$ cat src/rtl/hazard_unit.sv
// Stall/forwarding control for a five-stage MIPS pipeline using the Tuse/Tnew model.
// Build option: HAZARD_FWD_EN enables forwarding; without it the unit is a pure interlock.
module hazard_unit #(
   parameter int CNT_W = 32
) (
   input  logic             Clk,
   input  logic             Reset,
   input  logic [4:0]       D_Rs_In,
   input  logic [4:0]       D_Rt_In,
   input  logic [1:0]       D_Tuse_Rs_In,
   input  logic [1:0]       D_Tuse_Rt_In,
   input  logic [1:0]       D_Tnew_In,
   input  logic [4:0]       D_Dst_In,
   input  logic             D_RegWrite_In,
   output logic             Stall_Out,
   output logic [1:0]       Fwd_Rs_D_Out,
   output logic [1:0]       Fwd_Rt_D_Out,
   output logic [1:0]       Fwd_Rs_E_Out,
   output logic [1:0]       Fwd_Rt_E_Out,
   output logic [1:0]       Fwd_Rt_M_Out,
   output logic [CNT_W-1:0] Stall_Cnt_Out
);

`ifdef HAZARD_FWD_EN
   localparam logic FWD_EN = 1'b1;
`else
   localparam logic FWD_EN = 1'b0;
`endif

   // Register $0 never produces a hazard, so a zero source can never match.
   function automatic logic f_hit(input logic we, input logic [4:0] dst, input logic [4:0] r);
      return we && (dst == r) && (r != 5'd0);
   endfunction

   function automatic logic [1:0] f_dec(input logic [1:0] tnew);
      return (tnew == 2'd0) ? 2'd0 : (tnew - 2'd1);
   endfunction

   // Youngest ready stage wins: E=1, M=2, W=3, none=0.
   function automatic logic [1:0] f_pick(input logic e_ok, input logic m_ok, input logic w_ok);
      logic [1:0] sel;
      if (e_ok) begin
         sel = 2'd1;
      end else if (m_ok) begin
         sel = 2'd2;
      end else if (w_ok) begin
         sel = 2'd3;
      end else begin
         sel = 2'd0;
      end
      return sel;
   endfunction

   logic [4:0]       r_e_dst, r_e_rs, r_e_rt, r_m_dst, r_m_rt, r_w_dst;
   logic             r_e_we, r_m_we, r_w_we;
   logic [1:0]       r_e_tnew, r_m_tnew, r_w_tnew;
   logic [CNT_W-1:0] r_cnt;

   logic w_rs_used, w_rt_used;
   logic w_rs_e, w_rs_m, w_rs_w, w_rt_e, w_rt_m, w_rt_w;
   logic w_ers_m, w_ers_w, w_ert_m, w_ert_w, w_mrt_w;
   logic w_stall;

   assign w_rs_used = (D_Tuse_Rs_In != 2'd3);
   assign w_rt_used = (D_Tuse_Rt_In != 2'd3);
   assign w_rs_e    = f_hit(r_e_we, r_e_dst, D_Rs_In);
   assign w_rs_m    = f_hit(r_m_we, r_m_dst, D_Rs_In);
   assign w_rs_w    = f_hit(r_w_we, r_w_dst, D_Rs_In);
   assign w_rt_e    = f_hit(r_e_we, r_e_dst, D_Rt_In);
   assign w_rt_m    = f_hit(r_m_we, r_m_dst, D_Rt_In);
   assign w_rt_w    = f_hit(r_w_we, r_w_dst, D_Rt_In);
   assign w_ers_m   = f_hit(r_m_we, r_m_dst, r_e_rs);
   assign w_ers_w   = f_hit(r_w_we, r_w_dst, r_e_rs);
   assign w_ert_m   = f_hit(r_m_we, r_m_dst, r_e_rt);
   assign w_ert_w   = f_hit(r_w_we, r_w_dst, r_e_rt);
   assign w_mrt_w   = f_hit(r_w_we, r_w_dst, r_m_rt);

   // Stall decision and forwarding selects from the D inputs and shadow stages.
   always_comb begin
      w_stall      = 1'b0;
      Fwd_Rs_D_Out = 2'd0;
      Fwd_Rt_D_Out = 2'd0;
      Fwd_Rs_E_Out = 2'd0;
      Fwd_Rt_E_Out = 2'd0;
      Fwd_Rt_M_Out = 2'd0;
      if (FWD_EN) begin
         w_stall = (w_rs_used && ((w_rs_e && (r_e_tnew > D_Tuse_Rs_In)) ||
                                  (w_rs_m && (r_m_tnew > D_Tuse_Rs_In)))) ||
                   (w_rt_used && ((w_rt_e && (r_e_tnew > D_Tuse_Rt_In)) ||
                                  (w_rt_m && (r_m_tnew > D_Tuse_Rt_In))));
         Fwd_Rs_D_Out = f_pick(w_rs_e && (r_e_tnew == 2'd0),
                               w_rs_m && (r_m_tnew == 2'd0),
                               w_rs_w && (r_w_tnew == 2'd0));
         Fwd_Rt_D_Out = f_pick(w_rt_e && (r_e_tnew == 2'd0),
                               w_rt_m && (r_m_tnew == 2'd0),
                               w_rt_w && (r_w_tnew == 2'd0));
         Fwd_Rs_E_Out = f_pick(1'b0, w_ers_m && (r_m_tnew == 2'd0), w_ers_w && (r_w_tnew == 2'd0));
         Fwd_Rt_E_Out = f_pick(1'b0, w_ert_m && (r_m_tnew == 2'd0), w_ert_w && (r_w_tnew == 2'd0));
         Fwd_Rt_M_Out = f_pick(1'b0, 1'b0, w_mrt_w && (r_w_tnew == 2'd0));
      end else begin
         // The regfile is only valid once W has written, so any pending writer blocks.
         w_stall = (w_rs_used && (w_rs_e || w_rs_m || w_rs_w)) ||
                   (w_rt_used && (w_rt_e || w_rt_m || w_rt_w));
      end
   end

   // Shadow pipeline advance and saturating stall counter.
   always_ff @(posedge Clk) begin
      if (Reset) begin
         r_e_dst  <= 5'd0;
         r_e_rs   <= 5'd0;
         r_e_rt   <= 5'd0;
         r_e_we   <= 1'b0;
         r_e_tnew <= 2'd0;
         r_m_dst  <= 5'd0;
         r_m_rt   <= 5'd0;
         r_m_we   <= 1'b0;
         r_m_tnew <= 2'd0;
         r_w_dst  <= 5'd0;
         r_w_we   <= 1'b0;
         r_w_tnew <= 2'd0;
         r_cnt    <= {CNT_W{1'b0}};
      end else begin
         if (w_stall) begin
            r_e_dst  <= 5'd0;
            r_e_rs   <= 5'd0;
            r_e_rt   <= 5'd0;
            r_e_we   <= 1'b0;
            r_e_tnew <= 2'd0;
         end else begin
            r_e_dst  <= D_Dst_In;
            r_e_rs   <= D_Rs_In;
            r_e_rt   <= D_Rt_In;
            r_e_we   <= D_RegWrite_In;
            r_e_tnew <= D_Tnew_In;
         end
         r_m_dst  <= r_e_dst;
         r_m_rt   <= r_e_rt;
         r_m_we   <= r_e_we;
         r_m_tnew <= f_dec(r_e_tnew);
         r_w_dst  <= r_m_dst;
         r_w_we   <= r_m_we;
         r_w_tnew <= f_dec(r_m_tnew);
         if (w_stall && (r_cnt != {CNT_W{1'b1}})) begin
            r_cnt <= r_cnt + {{(CNT_W-1){1'b0}}, 1'b1};
         end else begin
            r_cnt <= r_cnt;
         end
      end
   end

   assign Stall_Out     = w_stall;
   assign Stall_Cnt_Out = r_cnt;

endmodule

$ cat config.mk
export PLATFORM = sky130hd
export DESIGN_NAME = hazard_unit
export DESIGN_NICKNAME = d
export VERILOG_FILES = /design/src/rtl/hazard_unit.sv
export SDC_FILE = /design/constraint.sdc
export NUM_CORES = 1
export LEC_CHECK = 0
export ABC_AREA = 1
export CORE_MARGIN = 1.5
export CORE_UTILIZATION = 45
export DETAILED_ROUTE_END_ITERATION = 12
export PLACE_DENSITY = 0.74
export SLEW_MARGIN = 20
export SYNTH_ARGS = -nofsm -noshare
export SYNTH_HDL_FRONTEND = slang
export SYNTH_SLANG_ARGS = --single-unit
$ cat constraint.sdc
create_clock -name Clk -period 1.8 [get_ports Clk]
set_input_delay 0.36 -clock Clk [delete_from_list [all_inputs] [get_ports Clk]]
set_output_delay 0.36 -clock Clk [all_outputs]
set_load 0.1 [all_outputs]
==> metrics.csv, run 1 <==
stage,metric,value,unit
logic_synthesis,mappedNetlistArea,0.00337,mm^2
timing,layout_min_cycle_time,1.88,ns
route,ant_nets,0,
route,wirelength,10800,um
cts,clock_latency,0.31,ns
worst_setup_path,cp-end-kind,output port,
worst_setup_path,cp_common_cell,nand3_1,
cts,clockRootBuffer,clkbuf_8,
floorplanning,fp.dieW,89.5,um
cts,clock-sinks,50,
logic_synthesis,synth_cells,586,
logic_synthesis,synth_area_leaders,"dfxtp_1, nand2_1, nor2_1",
placement,hpwl,8120,um
power,finalPower,2630,uW
worst_setup_path,crit_buf_inv,2,
worst_setup_path,crit_required,1.44,ns
power,p_sw,956,uW
floorplanning,core_area,0.00725,mm^2
worst_setup_path,cp_max_fo,3,
power,seqPwrFrac,45.5,%
global_route,grt_pass1_wl,16700,um
layout,fin_nets,709,
placement,routabilityCongestion,0.950,
logic_synthesis,avgSynthCellArea,5.75,um^2
layout,multi_input_comb_area,0.00215,mm^2
timing,finalHoldViolations,0,
worst_setup_path,worst_path_dominant_cell_family,simple AND/OR/NAND/NOR gates,
route,viasPerCell,4.99,
layout,fill_cells,662,
timing,finalSetupViolations,23,
global_route,grt_max_degree,24,
route,wl_met3,544,um
placement,place_ws,-0.470,ns
route,drtIter0Drc,158,
logic_synthesis,synth-seq-cells,50,
logic_synthesis,ys_seq_area_share,29.7,%
worst_setup_path,path_cells,inv_1 > nand2_1 > a21oi_2 > nand3_1 > nand3_1 > nand2_2 > nand2_4 > buf_12,
status,status,"complete, but fails checks",
route,wire_per_inst,13.8,um
timing,fin_ws,-0.0768,ns
worst_setup_path,cpPeakStageDelay,0.34,ns
worst_setup_path,crit_arrival,1.52,ns
layout,layout_common_cells,"nand2_1, nor2_1, inv_1",
floorplanning,die_area,0.00801,mm^2
route,drt-met1-wl,4810,um
route,drt-pass1-iter-count,5,
worst_setup_path,crit_path_start_kind,register,
power,leakage,0.00232,uW
route,wl_met2,5220,um
placement,io_buffers,54,
route,drc,0,
power,p_per_area,514,mW/mm^2
layout,final_common_cell,nand2_1,
logic_synthesis,synth_top_area_cell,dfxtp_1,
layout,area_growth,51.7,%
logic_synthesis,yosysUniqueCellTypes,26,
floorplanning,die_h,89.5,um
cts,cts_buffer_depth,2,
layout,layout-drive-gt1-share,30.7,%
job,cap_violations,0,
route,vias,3916,
cts,clk_pin_slew,0.10,ns
floorplanning,num_rows,31,
global_route,grt_pass1_vias,3665,
global_route,antenna_found_initial,0,
power,p_clk_share,26.3,%
timing,fmax,0.533,GHz
timing,fin_crit_sh,104,%
layout,antenna_cells,0,
status,violations,negative setup slack,
floorplanning,initial_core_util,46.4,%
route,highest_layer,met4,
cts,cts_tree,yes,
power,swShare,36.4,%
worst_setup_path,worstSetupPathType,reg2out,
timing,slew_viol_final,0,
cts,cts_hold_buf,0,
logic_synthesis,synth_top_area_share,29.7,%
cts,cts_buffers,5,
floorplanning,io_pins,67,
cts,htreeDepth,2,
power,comb_power_share,28.2,%
layout,seqCellArea,0.00109,mm^2
global_route,overflow,0,
timing,rsz0062_at_grt,true,
worst_setup_path,cp_slowest_cell,dfxtp_1,
worst_hold_path,min_path_type,reg2reg,
global_route,grtUsageTotal,27.2,%
power,ir_worst_vdd,0.417,mV
timing,finalClockSkew,0.0103,ns
logic_synthesis,yosysWarnings,0,
power,p_int,1670,uW
-- per-layer routing --
metal,GRT usage (%),vias to the layer above
met4,9.93,0
li1,-,1951
met2,46.5,158
met1,35.0,1787
met3,3.79,20
met5,0,-
-- synthesized netlist by cell type --
| cell type | n |
|---|---|
| nand2_2 | 2 |
| nand2_1 | 204 |
| buf_2 | 3 |
| nand3_2 | 1 |
| nand3b_1 | 5 |
| nor3_1 | 15 |
| nand4_2 | 1 |
| buf_4 | 13 |
| nor4_1 | 1 |
| inv_1 | 81 |
| conb_1 | 1 |
| dfxtp_1 | 50 |
| xor2_1 | 16 |
| nand3_4 | 1 |
| a21oi_1 | 11 |
| nor2_4 | 2 |
| nand2_4 | 1 |
| xnor2_1 | 3 |
| clkbuf_1 | 5 |
| nand3_1 | 35 |
| nor2_1 | 114 |
| inv_2 | 2 |
| o21ai_0 | 9 |
| ha_1 | 1 |
| buf_6 | 2 |
| nand4_1 | 7 |
-- sequential cells by signal (all words and copies together) (netlist names) --
| signal | flops |
|---|---|
| Stall_Cnt_Out | 32 |
| r_e_dst | 5 |
| r_e_we | 1 |
| r_m_dst | 5 |
| r_m_we | 1 |
| r_w_dst | 5 |
| r_w_we | 1 |
-- path summary, 6_finish.rpt --
kind                    start           endpoint  slack [ns]  cells after the start
max                r_e_dst[4]          Stall_Out       -0.08                      8
min                r_e_dst[1]         r_m_dst[1]        0.46                      2
max reg2reg  Stall_Cnt_Out[1]  Stall_Cnt_Out[16]       -0.05                     13
min reg2reg        r_e_dst[1]         r_m_dst[1]        0.46                      2
-- power groups by stage --
stage / registers [uW] / logic, uW / clock network, uW
2_1_floorplan: 1370 / 298 / 0
3_3_place_gp: 1220 / 683 / 0
3_5_place_dp: 1220 / 689 / 0
4_1_cts: 1190 / 699 / 700
5_1_grt: 1200 / 793 / 758
6_report: 1190 / 741 / 691
-- worst register-to-register path, delay by kind of cell, from the launching register on --
family        cells  cell delay (ns)
simple gates     10             0.98
buf+inv           2             0.25
flops             1             0.37
fa+ha+maj         1             0.14
-- cells by family (layout without fill, tap and decap cells) --
logic type,Yosys count,after routing,share of synthesized area (%)
simple gates,389,389,48.0
buf+inv,106,196,13.8
flops,50,50,29.7
compound gates,20,20,2.97
xor+xnor,19,19,4.94
fa+ha+maj,1,1,0.372
other cells,1,10,0.111
-- cell type report --
class                           instances  area share, %
Clock buffer                            5           1.35
Clock inverter                          3          0.392
Inverter                               83           6.10
Multi-Input combinational cell        439           42.1
Sequential cell                        50           21.3
Tap cell                               99           2.43
Timing Repair Buffer                  105           26.3
-- metrics by stage --
step                setup TNS, ns  instance area [um^2]  util, %  instances  hold WS (ns)
floorplan                   -5.20                  3500        -        595         0.413
global placement           -15.28                  4660     64.2        761         0.458
detailed placement         -14.93                  4660     64.2        761         0.449
CTS                        -0.359                  4840     66.7        776         0.458
global route                -4.20                  5110     70.4        784         0.486
finish                     -0.531                  5110     70.4        784         0.458
-- timing repair --
item,CTS,global route
gates cloned,0,3
setup buffers,7,8
resized for setup,48,62
pin swaps,18,31
setup endpoints to repair,33,39
Power figures use the tool's default switching activity.
==> run 2, diff against run 1 <==
==> constraint.sdc (replaced) <==
create_clock -name Clk -period 1.5 [get_ports Clk]
set_input_delay 0.3 -clock Clk [delete_from_list [all_inputs] [get_ports Clk]]
set_output_delay 0.3 -clock Clk [all_outputs]
set_load 0.1 [all_outputs]
==> run 2 against run 1 <==
Effect of this change:
- the run still ends with negative setup slack left
- cell area increased by 17%
- clock-buffer cell count increased by 2
- critical path depth unchanged
- register-to-register slack got worse by 0.37 ns
- die area unchanged
- sequential power increased by 19%
- non-clock buffer count increased by 77
- utilization increased by 12 points
- setup slack got worse by 0.34 ns
- first-iteration DRC count increased to 2.5 times the previous value
- sequential share of layout area decreased by 3.1 points
- total power increased by 29%
- highest routed layer unchanged
==> metrics.csv, run 2 (same netlist as run 1, synthesis figures left out) <==
stage,metric,value,unit
status,status,"complete, but fails checks",
status,violations,negative setup slack,
layout,final_common_cell,nand2_1,
worst_setup_path,cp_common_cell,nor2_1,
route,wirelength,14700,um
floorplanning,num_rows,31,
layout,area_growth,77.3,%
global_route,overflow,0,
cts,clock_latency,0.32,ns
global_route,grt_pass1_vias,4225,
worst_setup_path,ff2ff_path_depth,8,
timing,slew_viol_final,0,
worst_setup_path,crit_path_start_kind,register,
layout,layout-drive-gt1-share,40.8,%
placement,io_buffers,54,
timing,finalSetupTns,-11.49,ns
cts,cts_buffers,5,
placement,hpwl,8560,um
placement,routabilityCongestion,0.952,
global_route,antenna_found_initial,0,
timing,fmax,0.521,GHz
floorplanning,io_pins,67,
cts,cts_buffer_depth,2,
worst_hold_path,min_path_type,reg2reg,
cts,clockRootBuffer,clkbuf_8,
power,comb_power_share,30.5,%
route,drtIter0Drc,400,
worst_setup_path,cp_slowest_cell,dfxtp_4,
power,ir_worst_vdd,0.465,mV
layout,antenna_cells,0,
worst_setup_path,worstSetupPathType,reg2reg,
placement,dpl_cell_area,0.00520,mm^2
global_route,grt_pass1_wl,21000,um
timing,layout_min_cycle_time,1.92,ns
timing,finalSetupViolations,33,
power,leakage,0.00276,uW
global_route,grtUsageTotal,35.0,%
worst_hold_path,hold_path_depth,2,
cts,clock-sinks,50,
floorplanning,fp.dieW,89.5,um
worst_setup_path,cp_max_fo,4,
layout,largest_reg_flops,32,
timing,fin_ws,-0.419,ns
cts,cts_tree,yes,
power,p_sw,1210,uW
power,seqPwrFrac,41.9,%
power,finalPower,3390,uW
layout,fin_util,82.3,%
cts,htreeDepth,2,
worst_setup_path,cpPeakStageDelay,0.39,ns
worst_setup_path,critPathLaunch,Stall_Cnt_Out[6],
worst_setup_path,crit_arrival,2.14,ns
power,p_per_area,567,mW/mm^2
floorplanning,die_area,0.00801,mm^2
cts,cts_hold_buf,0,
worst_hold_path,hp-start,r_m_we,
worst_setup_path,r2r-start,Stall_Cnt_Out[6],
timing,fin_crit_sh,128,%
worst_hold_path,holdPathEnd,r_w_we,
layout,design_area,0.00597,mm^2
worst_setup_path,cp-end-kind,register,
route,vias,4467,
route,drt-pass1-iter-count,5,
global_route,grt_max_degree,24,
floorplanning,die_h,89.5,um
route,viasPerCell,5.19,
worst_setup_path,crit_required,1.72,ns
floorplanning,core_area,0.00725,mm^2
timing,finalClockSkew,0.0130,ns
cts,clk_pin_slew,0.10,ns
layout,fin_nets,786,
floorplanning,initial_core_util,46.4,%
route,drc,0,
timing,rsz0062_at_grt,true,
power,p_clk_share,27.5,%
job,cap_violations,0,
power,p_int,2180,uW
route,wire_per_inst,17.1,um
worst_setup_path,r2r_setup_slack,-0.42,ns
worst_setup_path,path_cells,inv_1 > nor3_1 > nand2_2 > nor2_1 > nand2_1 > xor2_1 > nor2_1 > nor2_1,
power,swShare,35.7,%
worst_setup_path,worstReg2RegEnd,Stall_Cnt_Out[25],
layout,layout_common_cells,"nand2_1, buf_4, nor2_1",
timing,finalHoldViolations,0,
route,ant_nets,0,
## run 2: cell types whose count changed in the layout (fill, tap and decap cells not counted), moves of 4 or more
cell / change
nand3_2: +9
inv_1: +4
nor2_1: -5
dlygate4sd2_1: +6
buf_4: +70
nand2_1: -9
nand2_2: +7
nand3_1: -10
inv_2: -4
a21oi_1: -7
a21oi_2: +5
buf_16: +5
## run 2: power groups by stage
stage               logic (uW)  clock network (uW)  registers (uW)
floorplan                  358                   0            1640
global placement           899                   0            1440
detailed placement         910                   0            1440
CTS                        965                 929            1410
global route              1090                 997            1430
finish                    1030                 932            1420
## run 2: worst max path at each step
stage / endpoint
after floorplan: Stall_Cnt_Out[24]
final: Stall_Cnt_Out[25]
after global placement: Stall_Out
after CTS: Stall_Out
after global routing: Stall_Cnt_Out[6]
after detailed placement: Stall_Out
## run 2: cell type report
| cell class | instances | area (um^2) |
|---|---|---|
| inverter | 83 | 312 |
| clock inverter | 1 | 7.51 |
| tap | 99 | 124 |
| sequential | 50 | 1090 |
| timing repair buffer | 182 | 2020 |
| fill | 485 | 1280 |
| multi-input combinational | 439 | 2320 |
| clock buffer | 7 | 97.6 |
## run 2: repair_timing
| action | in CTS | in global routing |
|---|---|---|
| resized for setup | 94 | 56 |
| buffers inserted | 11 | 2 |
| hold endpoints to repair | 0 | 0 |
| endpoints found under the setup margin | 39 | 39 |
| pin swaps | 27 | 23 |
| gates cloned | 6 | 0 |
## run 2: metal layers
metal	track usage [%]	wire (um)	up-vias
li1	-	-	2101
met1	43.9	5820	2042
met2	57.9	7010	263
met3	7.94	1220	61
met4	14.3	635	0
met5	0	0	-
## run 2: worst max-delay path: cells and delay by family (launching register included)
| kind | cells | cell delay [ns] |
|---|---|---|
| AND/OR/NAND/NOR | 6 | 1.16 |
| buffers and inverters | 1 | 0.10 |
| XOR/XNOR | 1 | 0.17 |
| flip-flops | 1 | 0.39 |
## run 2: per-stage QoR
stage	setup slack, ns	std cells	hold WS (ns)
2_1_floorplan	-0.505	595	0.371
3_3_place_gp	-0.730	835	0.443
3_5_place_dp	-0.748	835	0.451
4_1_cts	-0.370	860	0.467
5_1_grt	-0.501	861	0.502
6_report	-0.419	861	0.469
==> run 3, diff against run 2 <==
--- a/config.mk
+++ b/config.mk
@@ -9,7 +9,9 @@
 export CORE_MARGIN = 1.5
 export CORE_UTILIZATION = 45
 export DETAILED_ROUTE_END_ITERATION = 12
+export MAX_ROUTING_LAYER = met4
 export PLACE_DENSITY = 0.74
+export SKIP_CTS_REPAIR_TIMING = 1
 export SLEW_MARGIN = 20
 export SYNTH_ARGS = -nofsm -noshare
 export SYNTH_HDL_FRONTEND = slang
==> run 3 against run 2 <==
Effect of this change:
- flip-flop and latch count did not move
- cell area fell by 1.8%
- die area unchanged
- the flow still finishes with violations (negative setup slack)
- first-iteration DRC count is 50% lower
- via count decreased by 3.5%
- sequential share of layout area increased by 0.27 points
- critical endpoint is now Stall_Out
- non-clock buffer count is 5 lower
- routed wire length is 13% lower
- worst hold slack improved by 0.026 ns
==> metrics.csv, run 3 (same netlist as run 1, synthesis figures left out) <==
stage,metric,value,unit
worst_hold_path,min_path_type,reg2reg,
layout,fill_cells,511,
route,drc,0,
timing,slew_viol_final,0,
layout,design_area,0.00586,mm^2
power,p_per_area,592,mW/mm^2
cts,clock-sinks,50,
timing,finalHoldViolations,0,
worst_setup_path,worstReg2RegEnd,Stall_Cnt_Out[15],
route,drt-pass1-iter-count,4,
route,drt-met1-wl,5330,um
floorplanning,fp.dieW,89.5,um
timing,fin_ws,-0.516,ns
route,viasPerCell,5.04,
floorplanning,die_area,0.00801,mm^2
worst_setup_path,cp_max_fo,4,
timing,layout_min_cycle_time,2.02,ns
cts,cts_buffers,5,
cts,cts_buffer_depth,2,
worst_hold_path,hp-start,r_e_we,
power,leakage,0.00283,uW
worst_setup_path,crit_arrival,1.72,ns
worst_setup_path,r2r_setup_slack,-0.43,ns
layout,area_growth,74.1,%
worst_setup_path,crit_path_start_kind,register,
placement,io_buffers,54,
route,wl_met3,767,um
status,violations,negative setup slack,
cts,clk_pin_slew,0.10,ns
route,highest_layer,met4,
layout,fin_nets,781,
cts,htreeDepth,2,
worst_setup_path,crit_required,1.20,ns
route,ant_nets,0,
timing,fin_crit_sh,134,%
worst_setup_path,ff2ff_path_depth,15,
route,vias,4312,
floorplanning,io_pins,67,
worst_setup_path,r2r-start,r_w_dst[3],
power,ir_worst_vdd,0.613,mV
route,wl_met2,6210,um
layout,final_cells,856,
layout,final_common_cell,nand2_1,
floorplanning,die_h,89.5,um
floorplanning,core_area,0.00725,mm^2
placement,routabilityCongestion,1.01,
worst_setup_path,cp_slowest_cell,dfxtp_2,
layout,largest_reg_flops,32,
cts,clockRootBuffer,clkbuf_8,
global_route,grt_max_degree,24,
timing,finalClockSkew,0.0183,ns
worst_setup_path,worstSetupPathType,reg2out,
timing,finalSetupTns,-12.19,ns
timing,rsz0062_at_grt,true,
job,cap_violations,0,
layout,antenna_cells,0,
layout,layout-drive-gt1-share,37.8,%
timing,finalSetupViolations,33,
timing,fmax,0.496,GHz
status,status,"complete, but fails checks",
placement,hpwl,8960,um
global_route,grtUsageTotal,30.1,%
global_route,grt_pass1_wl,17700,um
global_route,antenna_found_initial,0,
cts,cts_tree,yes,
layout,layout_common_cells,"nand2_1, nor2_1, buf_4",
placement,dpl_cell_area,0.00524,mm^2
floorplanning,num_rows,31,
global_route,overflow,0,
route,drtIter0Drc,202,
worst_setup_path,path_cells,inv_1 > nand2_1 > nand2_1 > nor2_1 > nand3_1 > nand3_2 > nand2_2 > nand2_4 > buf_12 > buf_12,
worst_hold_path,holdPathEnd,r_m_we,
route,wirelength,12800,um
worst_setup_path,cpPeakStageDelay,0.36,ns
cts,clock_latency,0.32,ns
floorplanning,initial_core_util,46.4,%
route,wire_per_inst,14.9,um
global_route,grt_pass1_vias,3804,
worst_hold_path,hold_path_depth,2,
worst_setup_path,cp-end-kind,output port,
placement,dp_cells,835,
[run 3: layout make-up]
cell class,instances,area [um^2],area share (%)
clock buffer,7,86.3,1.47
clock inverter,1,30.0,0.512
inverter,83,312,5.31
multi-input combinational,439,2210,37.7
sequential,50,1080,18.5
tap,99,124,2.11
timing repair buffer,177,2020,34.4
[run 3: through the flow]
step / hold slack, ns / setup slack (ns) / power (uW) / util (%)
4_1_cts: 0.478 / -0.785 / 3380 / 73.8
6_report: 0.495 / -0.516 / 3470 / 80.8
3_3_place_gp: 0.444 / -0.766 / 2350 / 72.2
5_1_grt: 0.500 / -0.610 / 3600 / 80.8
3_5_place_dp: 0.454 / -0.776 / 2360 / 72.2
2_1_floorplan: 0.371 / -0.505 / 2000 / -
[run 3: worst max path at each step]
| stage | slack, ns | cells past startpoint | startpoint | endpoint |
|---|---|---|---|---|
| floorplan | -0.50 | 12 | Stall_Cnt_Out[0] | Stall_Cnt_Out[24] |
| global placement | -0.77 | 11 | D_Rs_In[4] | Stall_Out |
| detailed placement | -0.78 | 11 | D_Rs_In[4] | Stall_Out |
| CTS | -0.79 | 11 | D_Rs_In[4] | Stall_Out |
| global route | -0.61 | 10 | r_w_dst[3] | Stall_Out |
| finish | -0.52 | 10 | r_w_dst[3] | Stall_Out |
[run 3: power breakdown]
group	total [uW]	switching, uW	internal [uW]
combinational	1010	635	378
sequential	1410	46.5	1370
clock	1040	495	545
[run 3: critical path: cells and delay by family (launching register included)]
family	cells	cell delay [ns]
flops	1	0.36
simple gates	7	0.69
buf+inv	3	0.34
[run 3: per-layer routing]
layer	track usage, %	vias to the layer above
li1	-	2100
met1	37.2	1972
met2	49.8	191
met3	4.43	49
met4	11.3	0
met5	-	-
